==> config.mk <==
export PLATFORM = sky130hd
export DESIGN_NAME = ysyx_24090018_ifu
export DESIGN_NICKNAME = d
export VERILOG_FILES = /design/src/rtl/ysyx_24090018_ifu.sv
export SDC_FILE = /design/constraint.sdc
export NUM_CORES = 1
export LEC_CHECK = 0
export CAP_MARGIN = 5
export CORE_AREA = 2 2 99 101
export CTS_CLUSTER_SIZE = 40
export DETAILED_ROUTE_END_ITERATION = 7
export DIE_AREA = 0 0 101 103
export PLACE_DENSITY = 0.84
export SYNTH_ARGS = -nofsm -noshare
export SYNTH_HDL_FRONTEND = slang
export SYNTH_SLANG_ARGS = --single-unit
export TNS_END_PERCENT = 30
==> constraint.sdc <==
create_clock -name clk -period 5.3 [get_ports clk]
set_clock_uncertainty 0.2 [all_clocks]
set_input_delay 1.59 -clock clk [delete_from_list [all_inputs] [get_ports clk]]
set_output_delay 1.59 -clock clk [all_outputs]
set_load 0.005 [all_outputs]
==> src/rtl/ysyx_24090018_ifu.sv <==
// Instruction fetch unit: owns the PC, fetches words over a req/resp bus, hands {inst, addr} to IDU.
// Optional misaligned-fetch trap enabled by defining YSYX_24090018_IFU_MISALIGN_CHK_EN.
module ysyx_24090018_ifu #(
  parameter int                    DATA_WIDTH = 32,
  parameter logic [DATA_WIDTH-1:0] RESET_PC   = 32'h8000_0000
) (
  input  logic                  clk,
  input  logic                  rst_n,
  input  logic                  jump_flag_i,
  input  logic [DATA_WIDTH-1:0] jump_addr_i,
  output logic                  imem_req_valid_o,
  input  logic                  imem_req_ready_i,
  output logic [DATA_WIDTH-1:0] imem_req_addr_o,
  input  logic                  imem_resp_valid_i,
  input  logic [DATA_WIDTH-1:0] imem_resp_data_i,
  output logic                  inst_valid_o,
  input  logic                  inst_ready_i,
  output logic [DATA_WIDTH-1:0] inst_o,
  output logic [DATA_WIDTH-1:0] inst_addr_o,
  output logic                  fetch_err_o
);

  typedef enum logic [2:0] {
    S_IDLE = 3'd0,
    S_REQ  = 3'd1,
    S_WAIT = 3'd2,
    S_OUT  = 3'd3,
    S_ERR  = 3'd4
  } state_t;

  localparam logic [DATA_WIDTH-1:0] PC_STEP = {{(DATA_WIDTH-3){1'b0}}, 3'd4};

  state_t                state;
  state_t                state_nxt;
  logic [DATA_WIDTH-1:0] pc;
  logic [DATA_WIDTH-1:0] pc_nxt;
  logic                  drop_q;
  logic                  drop_nxt;
  logic                  capture;
  logic                  req_hs;
  logic                  req_valid;
  logic                  inst_valid;
  logic [DATA_WIDTH-1:0] inst_q;
  logic [DATA_WIDTH-1:0] inst_addr_q;
  logic                  mis_cur;
  logic                  mis_nxt;

`ifdef YSYX_24090018_IFU_MISALIGN_CHK_EN
  logic fetch_err_q;
  assign mis_cur     = (pc[1:0] != 2'b00);
  assign mis_nxt     = (pc_nxt[1:0] != 2'b00);
  assign fetch_err_o = fetch_err_q;
`else
  assign mis_cur     = 1'b0;
  assign mis_nxt     = 1'b0;
  assign fetch_err_o = 1'b0;
`endif

  assign req_hs           = req_valid & imem_req_ready_i;
  assign imem_req_valid_o = req_valid;
  assign imem_req_addr_o  = pc;
  assign inst_valid_o     = inst_valid;
  assign inst_o           = inst_q;
  assign inst_addr_o      = inst_addr_q;

  // A redirect always wins: it retargets the PC and voids whatever the current state was doing.
  always_comb begin
    state_nxt = state;
    pc_nxt    = pc;
    drop_nxt  = drop_q;
    capture   = 1'b0;
    if (jump_flag_i) begin
      pc_nxt = jump_addr_i;
    end else begin
      pc_nxt = pc;
    end
    case (state)
      S_IDLE: begin
        state_nxt = S_REQ;
      end
      S_REQ: begin
        if (jump_flag_i) begin
          if (req_hs) begin
            // The old-path request is already in flight; swallow its response.
            state_nxt = S_WAIT;
            drop_nxt  = 1'b1;
          end else begin
            state_nxt = S_REQ;
          end
        end else if (req_hs) begin
          state_nxt = S_WAIT;
        end
`ifdef YSYX_24090018_IFU_MISALIGN_CHK_EN
        else if (mis_cur) begin
          state_nxt = S_ERR;
        end
`endif
        else begin
          state_nxt = S_REQ;
        end
      end
      S_WAIT: begin
        if (imem_resp_valid_i) begin
          if (jump_flag_i || drop_q) begin
            state_nxt = S_REQ;
            drop_nxt  = 1'b0;
          end else begin
            state_nxt = S_OUT;
            capture   = 1'b1;
          end
        end else if (jump_flag_i) begin
          drop_nxt = 1'b1;
        end else begin
          state_nxt = S_WAIT;
        end
      end
      S_OUT: begin
        if (jump_flag_i) begin
          state_nxt = S_REQ;
        end else if (inst_ready_i) begin
          state_nxt = S_REQ;
          pc_nxt    = pc + PC_STEP;
        end else begin
          state_nxt = S_OUT;
        end
      end
`ifdef YSYX_24090018_IFU_MISALIGN_CHK_EN
      S_ERR: begin
        if (jump_flag_i) begin
          state_nxt = S_REQ;
        end else begin
          state_nxt = S_ERR;
        end
      end
`endif
      default: begin
        state_nxt = S_IDLE;
      end
    endcase
  end

  // State, PC and outputs; outputs are registered from the next state so they align with it.
  always_ff @(posedge clk) begin
    if (!rst_n) begin
      state       <= S_IDLE;
      pc          <= RESET_PC;
      drop_q      <= 1'b0;
      req_valid   <= 1'b0;
      inst_valid  <= 1'b0;
      inst_q      <= '0;
      inst_addr_q <= '0;
`ifdef YSYX_24090018_IFU_MISALIGN_CHK_EN
      fetch_err_q <= 1'b0;
`endif
    end else begin
      state      <= state_nxt;
      pc         <= pc_nxt;
      drop_q     <= drop_nxt;
      req_valid  <= (state_nxt == S_REQ) && !mis_nxt;
      inst_valid <= (state_nxt == S_OUT);
      if (capture) begin
        inst_q      <= imem_resp_data_i;
        inst_addr_q <= pc;
      end
`ifdef YSYX_24090018_IFU_MISALIGN_CHK_EN
      fetch_err_q <= (state_nxt == S_ERR);
`endif
    end
  end

endmodule
==> flow_summary.yaml <==
layout:
  final_common_cell: "clkdlybuf4s50_1"
  layout-drive-gt1-share: 0.0445
  insertedDiodeCount: 0
  final_cell_mix: "166 x clkdlybuf4s50_1, 142 x nand2_1, 102 x dfxtp_1"
  area_growth_pct: 45.4
  final_core_util: 0.657
  stdcell_count: 788
  nFillCells: 827
  nNetsFinal: 740
place:
  numPlacedInstances: 772
  routabilityCongestion: 0.851
  port_buffers: 167
  hpwl_um: 8450
worst_setup_path:
  rr_startpoint: "state[0]"
  slowest_stage: "and3_2"
  timing.critical_path.from_type: "input port"
  crit_family: "simple AND/OR/NAND/NOR gates"
  cp-end-kind: "flip-flop"
  critical_path_buf_inv_count: 2
  path_cells: "clkdlybuf4s50_1 > nor2_1 > and3_2 > buf_4 > nand2_1 > a21boi_0"
  path_max_fanout: 42
  reg2reg_slack_ns: 2.92
  r2r_end: "inst_o[1]"
  cp.arrival_ns: 3.85
  reg2reg_depth: 6
  required_ns: 5.37
  max_stage_delay_ns: 0.74
  path_class: "input port to flip-flop"
timing:
  rsz0062_at_grt: "no"
  timing.final.max_slew_violations: 0
  holdWs_ns: 0.258
  fin_tns_setup_ns: 0
  period_minus_slack_ns: 3.77
  clock.fmax_ghz: 0.265
  final_hold_viol_count: 0
  finalSetupViolCount: 0
  slew_headroom: 0.466
  finalCritPeriodShare: 0.712
  tightest_slew_ns: 0.801
logic_synthesis:
  synth_cell_type_count: 41
  ys.warnings.count: 0
  ys_seq_area_frac: 0.478
  ys.flop_type: "dfxtp_1"
  ys_ff_latch: 102
  synthCells: 519
  syn_area_um2: 4270
  async_reset_ff_frac: 0
  avgSynthCellArea_um2: 8.23
  synth_edf_count: 0
hold_path:
  worstHoldStart: "inst_o[25]"
  min_path_cells: 2
  hold_path_end: "inst_o[25]"
  hold_class: "flip-flop to flip-flop"
cts:
  cts_resized: 0
  cts_tree: "yes"
  clock_path_buffers: 2
  ctsHoldBuffers: 0
  insertion_delay_ns: 0.36
  clock-sinks: 102
  cts_root_buf: "clkbuf_8"
  path_clk_slew_ns: 0.09
  h-tree-depth: 3
  post_cts_buffers: 0
  numCtsBuffers: 9
run_status:
  status: "completed"
routing:
  drtIter0Drc: 132
  firstDrtPassIters: 4
  drt_wl_total_um: 11700
  route.detailed.drc: 0
  avgRoutedWirePerCell_um: 14.9
  antenna_left: 0
  routed_via_density: 5.27
  vias: 4156
grt:
  groute.usage.overall: 0.220
  overflow: 0
  grt_pass1_wl_um: 18500
  grt_pass1_vias: 3951
  antenna_found_initial: 0
  grt_max_degree: 59
floorplan:
  core_area_um2: 9460
  initial_core_util: 0.452
  io_pins: 169
  die_area_um2: 10400
  die_h_um: 103
  rows: 36
  dieWidth_um: 101
pwr:
  power_density_nw_per_um2: 246
  peakVddDrop_v: 0.000169
  leakagePower_nw: 2.07
flow_run:
  max_cap_violations: 0
power by group:
part | switching [mW] | internal [mW] | total, mW | leakage [nW]
Clock | 0.260 | 0.313 | 0.573 | 0.112
Combinational | 0.0510 | 0.0939 | 0.145 | 1.13
Sequential | 0.0294 | 0.784 | 0.813 | 0.830
Total | 0.341 | 1.19 | 1.53 | 2.07
how the worst max path moves through the flow:
stage                 start             endpoint  slack (ns)  cells past startpoint
2_1_floorplan  inst_ready_i  imem_req_addr_o[26]        2.48                      6
3_3_place_gp    jump_flag_i      inst_addr_o[17]        1.32                      6
3_5_place_dp    jump_flag_i            inst_o[1]        1.18                      6
4_1_cts         jump_flag_i            inst_o[1]        1.55                      6
5_1_grt         jump_flag_i      inst_addr_o[17]        1.36                      6
6_report        jump_flag_i            inst_o[1]        1.53                      6
state kept, by name, summed over array words and instances (netlist names):
signal / count
drop_q: 1
imem_req_addr_o: 32
imem_req_valid_o: 1
state: 3
inst_valid_o: 1
inst_addr_o: 32
inst_o: 32
worst register-to-register path: cells and delay by family, from the launching register on:
family          cells  cell delay [ns]
simple gates        4             1.27
buf+inv             1             0.31
flops               1             0.34
compound gates      1             0.18
cell type report:
cell class	instances	area, um^2	area share
timing repair buffer	172	1700	0.274
clock inverter	6	110	0.0177
multi-input combinational	380	2070	0.333
sequential	102	2040	0.329
inverter	4	15.0	0.00242
tap	114	143	0.0230
clock buffer	10	128	0.0205
stage by stage:
stage          worst slack (ns)  power [mW]  cell area (um^2)
5_1_grt                    1.36        1.59              6210
3_5_place_dp               1.18       0.975              5980
2_1_floorplan              2.48       0.873              4280
6_report                   1.53        1.53              6210
4_1_cts                    1.55        1.54              6210
3_3_place_gp               1.32       0.973              5980
synth_stat cells (all sizes together) (2+ instances only):
cell	count	area [um^2]
a211oi	5	37.5
a21boi	31	233
a21oi	60	300
a311oi	2	17.5
and2	5	31.3
and3	4	25.0
and4	9	81.3
buf	13	75.1
clkbuf	21	78.8
dfxtp	102	2040
inv	3	11.3
mux2i	3	30.0
nand2	142	533
nand3	10	50.1
nand4	12	105
nor2	17	63.8
nor3	7	35.0
nor4	9	71.3
o21ai	26	130
xnor2	17	149
xor2	10	87.6
metal layers:
layer / global-route usage / up-vias / share of wire
li1: - / 2070 / -
met1: 0.265 / 1938 / 0.42
met2: 0.397 / 137 / 0.50
met3: 0.0502 / 11 / 0.067
met4: 0.0561 / 0 / 0.010
met5: 0 / - / 0
logic make-up after synthesis:
family                     count (synthesis)  synth area share
AOI/OAI and AO/OA                        127             0.174
xor gates and xnor gates                  27            0.0553
adders and majority gates                  1           0.00293
buffers and inverters                     38            0.0395
DFF                                      102             0.478
muxes                                      3           0.00703
other                                      1          0.000878
and+or+nand+nor                          220             0.242
(Power assumes the default switching activity.)
